File: src/rtl/ascon_regfile_if.sv
// Bus bundle for the Ascon register file: writeback/serial-load inputs, state words,
// readout control, and register/readout outputs. The master drives, the slave is the regfile.
interface ascon_regfile_if;
  logic         wrback_en;
  logic [1:0]   wrback_sel;
  logic [127:0] wrback_val;
  logic         sin_en;
  logic [1:0]   sin_sel;
  logic         sin_bit;
  logic [63:0]  S_0_reg;
  logic [63:0]  S_1_reg;
  logic [63:0]  S_2_reg;
  logic [63:0]  S_3_reg;
  logic [63:0]  S_4_reg;
  logic         rd_start;
  logic [2:0]   rd_sel;
  logic [127:0] reg0_128b;
  logic [127:0] reg1_128b;
  logic [127:0] reg2_128b;
  logic         sout;
  logic         sout_valid;
  logic         rd_busy;
  logic         rd_done;

  modport master (
    output wrback_en, wrback_sel, wrback_val,
    output sin_en, sin_sel, sin_bit,
    output S_0_reg, S_1_reg, S_2_reg, S_3_reg, S_4_reg,
    output rd_start, rd_sel,
    input  reg0_128b, reg1_128b, reg2_128b,
    input  sout, sout_valid, rd_busy, rd_done
  );

  modport slave (
    input  wrback_en, wrback_sel, wrback_val,
    input  sin_en, sin_sel, sin_bit,
    input  S_0_reg, S_1_reg, S_2_reg, S_3_reg, S_4_reg,
    input  rd_start, rd_sel,
    output reg0_128b, reg1_128b, reg2_128b,
    output sout, sout_valid, rd_busy, rd_done
  );
endinterface

File: src/rtl/ascon_regfile.sv
// Three 128-bit Ascon registers with writeback/serial load and an MSB-first serial readout.
// Define ASCON_READOUT_PARITY_EN to append an even-parity bit (PAR state) after each readout.
//
// state | meaning
// IDLE  | waiting for rd_start with a valid rd_sel
// LOAD  | snapshot source into buffer, preset bit counter to N-1
// SHIFT | drive buf[127] on sout, shift left, count down
// PAR   | drive accumulated parity bit (parity build only)
// DONE  | one-cycle rd_done pulse
module ascon_regfile (
  input  logic                 clk,
  input  logic                 rst_n,
  ascon_regfile_if.slave       bus
);

  typedef enum logic [2:0] {
    ST_IDLE  = 3'd0,
    ST_LOAD  = 3'd1,
    ST_SHIFT = 3'd2,
`ifdef ASCON_READOUT_PARITY_EN
    ST_PAR   = 3'd3,
`endif
    ST_DONE  = 3'd4
  } state_t;

  state_t       r_state;
  state_t       w_state_nxt;
  logic [127:0] r_regs [3];
  logic [2:0]   r_sel;
  logic [127:0] r_buf;
  logic [6:0]   r_cnt;
  logic [127:0] w_src;
  logic         w_start_ok;
  logic         w_sout;
  logic         w_sout_valid;
  logic         w_rd_done;
  logic         w_unused;
`ifdef ASCON_READOUT_PARITY_EN
  logic         r_par;
`endif

  // S_4 is part of the state bundle but deliberately not readable
  assign w_unused = ^bus.S_4_reg;

  // Writeback takes priority over a serial bit aimed at the same register
  always_ff @(posedge clk) begin
    if (!rst_n) begin
      for (int i = 0; i < 3; i++) r_regs[i] <= '0;
    end else begin
      for (int i = 0; i < 3; i++) begin
        if (bus.wrback_en && (bus.wrback_sel == 2'(i))) begin
          r_regs[i] <= bus.wrback_val;
        end else if (bus.sin_en && (bus.sin_sel == 2'(i))) begin
          r_regs[i] <= {r_regs[i][126:0], bus.sin_bit};
        end
      end
    end
  end

  assign bus.reg0_128b = r_regs[0];
  assign bus.reg1_128b = r_regs[1];
  assign bus.reg2_128b = r_regs[2];

  assign w_start_ok = bus.rd_start && (bus.rd_sel != 3'd3);

  always_comb begin
    w_src = '0;
    case (r_sel)
      3'd0:    w_src = r_regs[0];
      3'd1:    w_src = r_regs[1];
      3'd2:    w_src = r_regs[2];
      3'd4:    w_src = {bus.S_0_reg, 64'd0};
      3'd5:    w_src = {bus.S_1_reg, 64'd0};
      3'd6:    w_src = {bus.S_2_reg, 64'd0};
      3'd7:    w_src = {bus.S_3_reg, 64'd0};
      default: w_src = '0;
    endcase
  end

  always_ff @(posedge clk) begin
    if (!rst_n) begin
      r_state <= ST_IDLE;
    end else begin
      r_state <= w_state_nxt;
    end
  end

  always_comb begin
    w_state_nxt  = r_state;
    w_sout       = 1'b0;
    w_sout_valid = 1'b0;
    w_rd_done    = 1'b0;
    case (r_state)
      ST_IDLE: begin
        if (w_start_ok) w_state_nxt = ST_LOAD;
      end
      ST_LOAD: begin
        w_state_nxt = ST_SHIFT;
      end
      ST_SHIFT: begin
        w_sout       = r_buf[127];
        w_sout_valid = 1'b1;
        if (r_cnt == 7'd0) begin
`ifdef ASCON_READOUT_PARITY_EN
          w_state_nxt = ST_PAR;
`else
          w_state_nxt = ST_DONE;
`endif
        end
      end
`ifdef ASCON_READOUT_PARITY_EN
      ST_PAR: begin
        w_sout       = r_par;
        w_sout_valid = 1'b1;
        w_state_nxt  = ST_DONE;
      end
`endif
      ST_DONE: begin
        w_rd_done   = 1'b1;
        w_state_nxt = ST_IDLE;
      end
      default: begin
        w_state_nxt = ST_IDLE;
      end
    endcase
  end

  // Readout datapath; the buffer is a LOAD-time snapshot, so later writes cannot disturb it
  always_ff @(posedge clk) begin
    if (!rst_n) begin
      r_sel <= '0;
      r_buf <= '0;
      r_cnt <= '0;
`ifdef ASCON_READOUT_PARITY_EN
      r_par <= 1'b0;
`endif
    end else begin
      case (r_state)
        ST_IDLE: begin
          if (w_start_ok) r_sel <= bus.rd_sel;
        end
        ST_LOAD: begin
          r_buf <= w_src;
          r_cnt <= r_sel[2] ? 7'd63 : 7'd127;
`ifdef ASCON_READOUT_PARITY_EN
          r_par <= 1'b0;
`endif
        end
        ST_SHIFT: begin
          r_buf <= {r_buf[126:0], 1'b0};
          r_cnt <= r_cnt - 7'd1;
`ifdef ASCON_READOUT_PARITY_EN
          r_par <= r_par ^ r_buf[127];
`endif
        end
        default: begin
        end
      endcase
    end
  end

  assign bus.sout       = w_sout;
  assign bus.sout_valid = w_sout_valid;
  assign bus.rd_busy    = (r_state != ST_IDLE);
  assign bus.rd_done    = w_rd_done;

endmodule

File: src/flat_wrapper.sv
// flat-port wrapper written by rule: the top's interface ports become plain ports
module ascon_regfile_flat 
  (clk, rst_n, bus_wrback_en, bus_wrback_sel, bus_wrback_val, bus_sin_en, bus_sin_sel, bus_sin_bit, bus_S_0_reg, bus_S_1_reg, bus_S_2_reg, bus_S_3_reg, bus_S_4_reg, bus_rd_start, bus_rd_sel, bus_reg0_128b, bus_reg1_128b, bus_reg2_128b, bus_sout, bus_sout_valid, bus_rd_busy, bus_rd_done);
  ascon_regfile_if bus_i ();
  input  logic clk;
  input  logic rst_n;
  input wire logic [$bits(bus_i.wrback_en)-1:0] bus_wrback_en;
  input wire logic [$bits(bus_i.wrback_sel)-1:0] bus_wrback_sel;
  input wire logic [$bits(bus_i.wrback_val)-1:0] bus_wrback_val;
  input wire logic [$bits(bus_i.sin_en)-1:0] bus_sin_en;
  input wire logic [$bits(bus_i.sin_sel)-1:0] bus_sin_sel;
  input wire logic [$bits(bus_i.sin_bit)-1:0] bus_sin_bit;
  input wire logic [$bits(bus_i.S_0_reg)-1:0] bus_S_0_reg;
  input wire logic [$bits(bus_i.S_1_reg)-1:0] bus_S_1_reg;
  input wire logic [$bits(bus_i.S_2_reg)-1:0] bus_S_2_reg;
  input wire logic [$bits(bus_i.S_3_reg)-1:0] bus_S_3_reg;
  input wire logic [$bits(bus_i.S_4_reg)-1:0] bus_S_4_reg;
  input wire logic [$bits(bus_i.rd_start)-1:0] bus_rd_start;
  input wire logic [$bits(bus_i.rd_sel)-1:0] bus_rd_sel;
  output wire logic [$bits(bus_i.reg0_128b)-1:0] bus_reg0_128b;
  output wire logic [$bits(bus_i.reg1_128b)-1:0] bus_reg1_128b;
  output wire logic [$bits(bus_i.reg2_128b)-1:0] bus_reg2_128b;
  output wire logic [$bits(bus_i.sout)-1:0] bus_sout;
  output wire logic [$bits(bus_i.sout_valid)-1:0] bus_sout_valid;
  output wire logic [$bits(bus_i.rd_busy)-1:0] bus_rd_busy;
  output wire logic [$bits(bus_i.rd_done)-1:0] bus_rd_done;
  assign bus_i.wrback_en = bus_wrback_en;
  assign bus_i.wrback_sel = bus_wrback_sel;
  assign bus_i.wrback_val = bus_wrback_val;
  assign bus_i.sin_en = bus_sin_en;
  assign bus_i.sin_sel = bus_sin_sel;
  assign bus_i.sin_bit = bus_sin_bit;
  assign bus_i.S_0_reg = bus_S_0_reg;
  assign bus_i.S_1_reg = bus_S_1_reg;
  assign bus_i.S_2_reg = bus_S_2_reg;
  assign bus_i.S_3_reg = bus_S_3_reg;
  assign bus_i.S_4_reg = bus_S_4_reg;
  assign bus_i.rd_start = bus_rd_start;
  assign bus_i.rd_sel = bus_rd_sel;
  assign bus_reg0_128b = bus_i.reg0_128b;
  assign bus_reg1_128b = bus_i.reg1_128b;
  assign bus_reg2_128b = bus_i.reg2_128b;
  assign bus_sout = bus_i.sout;
  assign bus_sout_valid = bus_i.sout_valid;
  assign bus_rd_busy = bus_i.rd_busy;
  assign bus_rd_done = bus_i.rd_done;
  ascon_regfile u_core (.clk(clk), .rst_n(rst_n), .bus(bus_i));
endmodule
File: config.mk
export PLATFORM = sky130hd
export DESIGN_NAME = ascon_regfile_flat
export DESIGN_NICKNAME = d
export VERILOG_FILES = /design/src/rtl/ascon_regfile_if.sv /design/src/rtl/ascon_regfile.sv /design/src/flat_wrapper.sv
export SDC_FILE = /design/constraint.sdc
export NUM_CORES = 1
export LEC_CHECK = 0
export BUFFER_PORTS_ARGS = -buffer_cell sky130_fd_sc_hd__buf_4
export CAP_MARGIN = 20
export CORE_AREA = 10 10 321 323
export DETAILED_ROUTE_END_ITERATION = 6
export DIE_AREA = 0 0 331 333
export MAX_ROUTING_LAYER = met4
export PLACE_DENSITY = 0.52
export SLEW_MARGIN = 20
export SYNTH_ARGS = -nofsm -noshare
export SYNTH_HDL_FRONTEND = slang
export SYNTH_SLANG_ARGS = --single-unit
File: constraint.sdc
create_clock -name clk -period 7 [get_ports clk]
set_input_delay 0.7 -clock clk [delete_from_list [all_inputs] [get_ports clk]]
set_output_delay 0.7 -clock clk [all_outputs]
set_load 0.05 [all_outputs]
# ---- Yosys cells after proc, flatten, opt, wreduce, memory -nomap -nowiden
# Memories as Yosys holds them, arrays and structs flattened.
# Index checks and enable logic that the tools add are counted.
dict set report totals {
  register_bits 141
  mem_bits_rw 384
  input_bits 461
  output_inout_bits 388
  elab_cells 82
  mem_count 1
}
dict set report classes {
  addsub 1
  eq_ne 16
  mux 38
  n_bitwise 6
  n_reduce_logical 16
}
# memory words width read_ports rd_clocked_by_memory_dff wr line_no
set mem_list {}
lappend mem_list {u_core.r_regs 3 128 3 0 3 ascon_regfile.sv:28} ;# logic [127:0] r_regs [3];
# op count
set op_table {}
lappend op_table {{case mux 128 bit (7 select lines)} 1}
lappend op_table {{2-to-1 mux 128 bit} 6}
lappend op_table {{case mux 128 bit (2 select lines)} 1}
lappend op_table {{2-to-1 mux 1 bit} 25}
lappend op_table {{equality test 3 bit, second input constant} 5}
lappend op_table {{case mux 7 bit (2 select lines)} 1}
lappend op_table {{case mux 3 bit (3 select lines)} 1}
lappend op_table {{logical AND 1 bit} 7}
lappend op_table {{zero test 7 bit} 1}
lappend op_table {{2-to-1 mux 7 bit} 1}
lappend op_table {{subtractor 7 x 1 -> 7 bit, second input constant} 1}
lappend op_table {{equality test 3 x 1 -> 1 bit, second input constant} 2}
lappend op_table {{equality test 3 x 2 -> 1 bit, second input constant} 2}
lappend op_table {{zero test 3 bit} 2}
lappend op_table {{2-to-1 mux 3 bit} 2}
lappend op_table {{OR 1 bit} 6}
lappend op_table {{equality test 2 x 1 -> 1 bit, second input constant} 2}
lappend op_table {{equality test 2 bit, second input constant} 2}
lappend op_table {{zero test 2 bit} 2}
lappend op_table {{!= test 2 x 1 -> 1 bit, second input constant} 2}
lappend op_table {{AND reduction 2 bit} 2}
lappend op_table {{!= test 3 x 2 -> 1 bit, second input constant} 1}
lappend op_table {{nonzero test 3 bit} 1}
lappend op_table {{nonzero test 2 bit} 1}

# ---- Longest topological paths before layout
dict set report logic_depth {
  depth_word 7
  depth_mapped 8
  mapped_depth_nobuf 5
}

# ---- Worst setup path before layout
# Ideal clock, no wire load.
dict set report synth_timing {
  path_type {input port to flip-flop}
  from {input rst_n}
  to {memory u_core.r_regs[1][0], enable pin}
  setup_time_ns 1.428
  arrival_ns 4.339
  t_required_ns 5.572
  setup_slack_ns 1.232
  path_stages 4
  path_buffers 3
  cell_sequence {buf_2 > clkbuf_1 > clkbuf_1 > nand3_1}
}
# item line_no
set synth_rtl {}
lappend synth_rtl {{start: declaration} flat_wrapper.sv:6} ;# input logic rst_n;
lappend synth_rtl {{end: declaration} ascon_regfile.sv:28}

==> results.json <==
{
  "finalCriticalPeriod_ps": 3580,
  "grt-ovfl-total": 0,
  "post-cts-setup-buffers": 0,
  "dr.pass1.iters": 6,
  "cp_cell_sequence": "buf_4 > inv_2 > buf_4 > a211oi_4 > buf_4 > buf_4 > a22o_1",
  "core_sq_um": 96300,
  "end_kind": "flop",
  "max-cap-violations": 0,
  "fill_cells": 9846,
  "grt_pass1_wl_um": 196000,
  "startpoint_type": "input pin",
  "tritoncts": "built",
  "path_buf_inv": 5,
  "nets": 4076,
  "cp_common_cell": "buf_4",
  "cp_data_required_time_ps": 7490,
  "ys_ff_latch": 525,
  "vias_per_cell": 5.49,
  "root_buffer": "clkbuf_16",
  "ys_types": 64,
  "syn-num-nets": 3460,
  "post_cts_resized": 0,
  "clk_latency_ps": 620,
  "dieWidth_um": 331,
  "crit_start": "rst_n",
  "cts_buffer_depth": 3,
  "multiInputGateArea_sq_um": 13200,
  "synth-simple-area-share_pct": 14.1,
  "rr_startpoint": "u_core.r_sel[2]",
  "drive_gt1_share_pct": 28.6,
  "rows": 114,
  "htreeDepth": 3,
  "portBuffers": 784,
  "wl_per_cell_um": 27.8,
  "hold_start": "bus_rd_sel[2]",
  "holdWs_ps": 364,
  "ios": 849,
  "setup_viol": 0,
  "numPlacedInstances": 4820,
  "peakVddDrop_v": 0.000182,
  "status": "finished, final reports clean",
  "synth_top_family_by_area": "compound AO/OA/AOI/OAI gates",
  "layout.cells.non_filler": 4953,
  "critPathArrivalTime_ps": 4070,
  "area_growth_pct": 31.0,
  "cts_sinks": 525,
  "yosysWarnings": 0,
  "synth_mux_area_share_pct": 8.77,
  "synth_compound_area_share_pct": 22.5,
  "layout_commonest_cell": "buf_4",
  "cp_slowest_stage_delay_ps": 930,
  "final_antenna_net_count": 0,
  "die_h_um": 333,
  "routed_wl_um": 138000,
  "grt_max_degree": 177,
  "initial_core_util_pct": 29.9,
  "numCtsBuffers": 67,
  "clock.fmax_mhz": 279,
  "avgSynthCellArea_sq_um": 9.62,
  "synth_ff_type": "edfxtp_1",
  "mostFrequentLayoutCells": "822 x buf_4, 731 x nand2_1, 384 x edfxtp_1, 343 x a21oi_1, 158 x a22o_1",
  "track_usage_pct": 24.4,
  "p_leak_nw": 14.9,
  "syn_area_sq_um": 28800,
  "gp_congestion": 0.874,
  "critPathKind": "in -> reg",
  "hold_path.class": "in -> reg",
  "syn_inst": 2998,
  "rsz0062_at_grt": "false",
  "tightest_slew_ps": 1310,
  "crit_path_max_fanout": 74,
  "hold_viol_final": 0,
  "final-seq-area_sq_um": 14400,
  "slew_headroom_pct": 13.0,
  "tns_ps": 0,
  "clkTransAtPathRegs_ps": 60,
  "drc": 0,
  "powerDensity_nw_per_um2": 258,
  "cpMaxStageDelayCell": "buf_4",
  "grt_pass1_vias": 27017,
  "skew_ps": 12.8,
  "ys_seq_area_share_pct": 49.8,
  "crit_family": "buffers and inverters",
  "synth-edff-count": 384,
  "dieArea_sq_um": 110000,
  "slew_violations": 0,
  "async_reset_ff_share_pct": 0,
  "route.vias.total": 27188,
  "synth_fa_ha_area_share_pct": 0.0434,
  "antenna_found_initial": 11,
  "synth-xor-area-share_pct": 0,
  "cts_hold_buffers": 0,
  "timing.final.crit_share_pct": 51.1,
  "dpl.hpwl_um": 94500,
  "drtIter0Drc": 2468
}
state kept, by name, indices dropped and copies added (netlist names):
| register | cells |
|---|---|
| u_core.r_sel | 3 |
| u_core.r_cnt | 7 |
| u_core.r_state | 3 |
| u_core.r_regs | 384 |
| u_core.r_buf | 128 |
metrics by stage:
stage | total power [mW] | setup slack [ps] | utilization, % | area, sq um
2_1_floorplan | 5.38 | 1230 | - | 28800
3_3_place_gp | 6.39 | 2800 | 37.0 | 35600
3_5_place_dp | 6.40 | 2780 | 37.0 | 35600
4_1_cts | 9.85 | 3470 | 39.2 | 37700
5_1_grt | 10.1 | 3290 | 39.2 | 37800
6_report | 9.76 | 3420 | 39.2 | 37800
logic make-up (layout without fill, tap and decap cells):
logic type	count (synthesis)	in the layout
compound gates	982	982
simple gates	956	956
flops	525	525
buf+inv	307	976
mux	227	227
fa+ha+maj	1	1
other cells	0	10
final cells by class:
type	count	share of cell area [%]
well taps	1276	4.23
flip-flops and latches	525	38.0
multi-input cells	2166	35.0
clock buffers	96	5.11
clock inverters	26	0.503
diodes	10	0.0662
repair buffers	830	16.8
inverters	24	0.252
power breakdown:
part           internal [mW]  leakage [nW]  switching, mW
Sequential              3.63          5.20          0.267
Combinational          0.779          8.63           1.65
Clock                   2.00          1.05           1.44
final timing paths:
check             slack (ps)                    to  cells after the start
setup / recovery        3420  u_core.r_regs[2][25]                      7
hold / removal           360       u_core.r_sel[2]                      3
setup reg to reg        3580     u_core.r_buf[114]                      5
hold reg to reg          460       u_core.r_buf[0]                      2
routing by layer:
| metal | global-route usage, % | routed length, um | up-vias |
|---|---|---|---|
| met2 | 39.1 | 66000 | 1155 |
| li1 | - | - | 12306 |
| met3 | 5.79 | 11500 | 178 |
| met1 | 30.1 | 56700 | 13549 |
| met5 | - | 0 | - |
| met4 | 7.49 | 3690 | 0 |
worst register-to-register path: stages, from the launching register on:
cell,delay [ps]
dfxtp_4,680
buf_4,670
nand3b_1,210
and2_2,800
nand2_4,530
o32ai_1,430
Yosys cell counts (58+ instances only):
master    number  share of area, %
mux2_2        74               2.9
dfxtp_1      141               9.8
a22o_1       158               4.8
o22ai_1       58               1.3
nor2_1        67              0.87
a22oi_1       95               2.5
mux2i_1      140               4.9
clkbuf_1     126               1.6
edfxtp_1     384                40
nand2_1      732               9.5
o21ai_0      123               2.1
a21oi_1      343               6.0
buf_2        125               2.2
o21a_1        63               1.6
(Power assumes the default switching activity.)
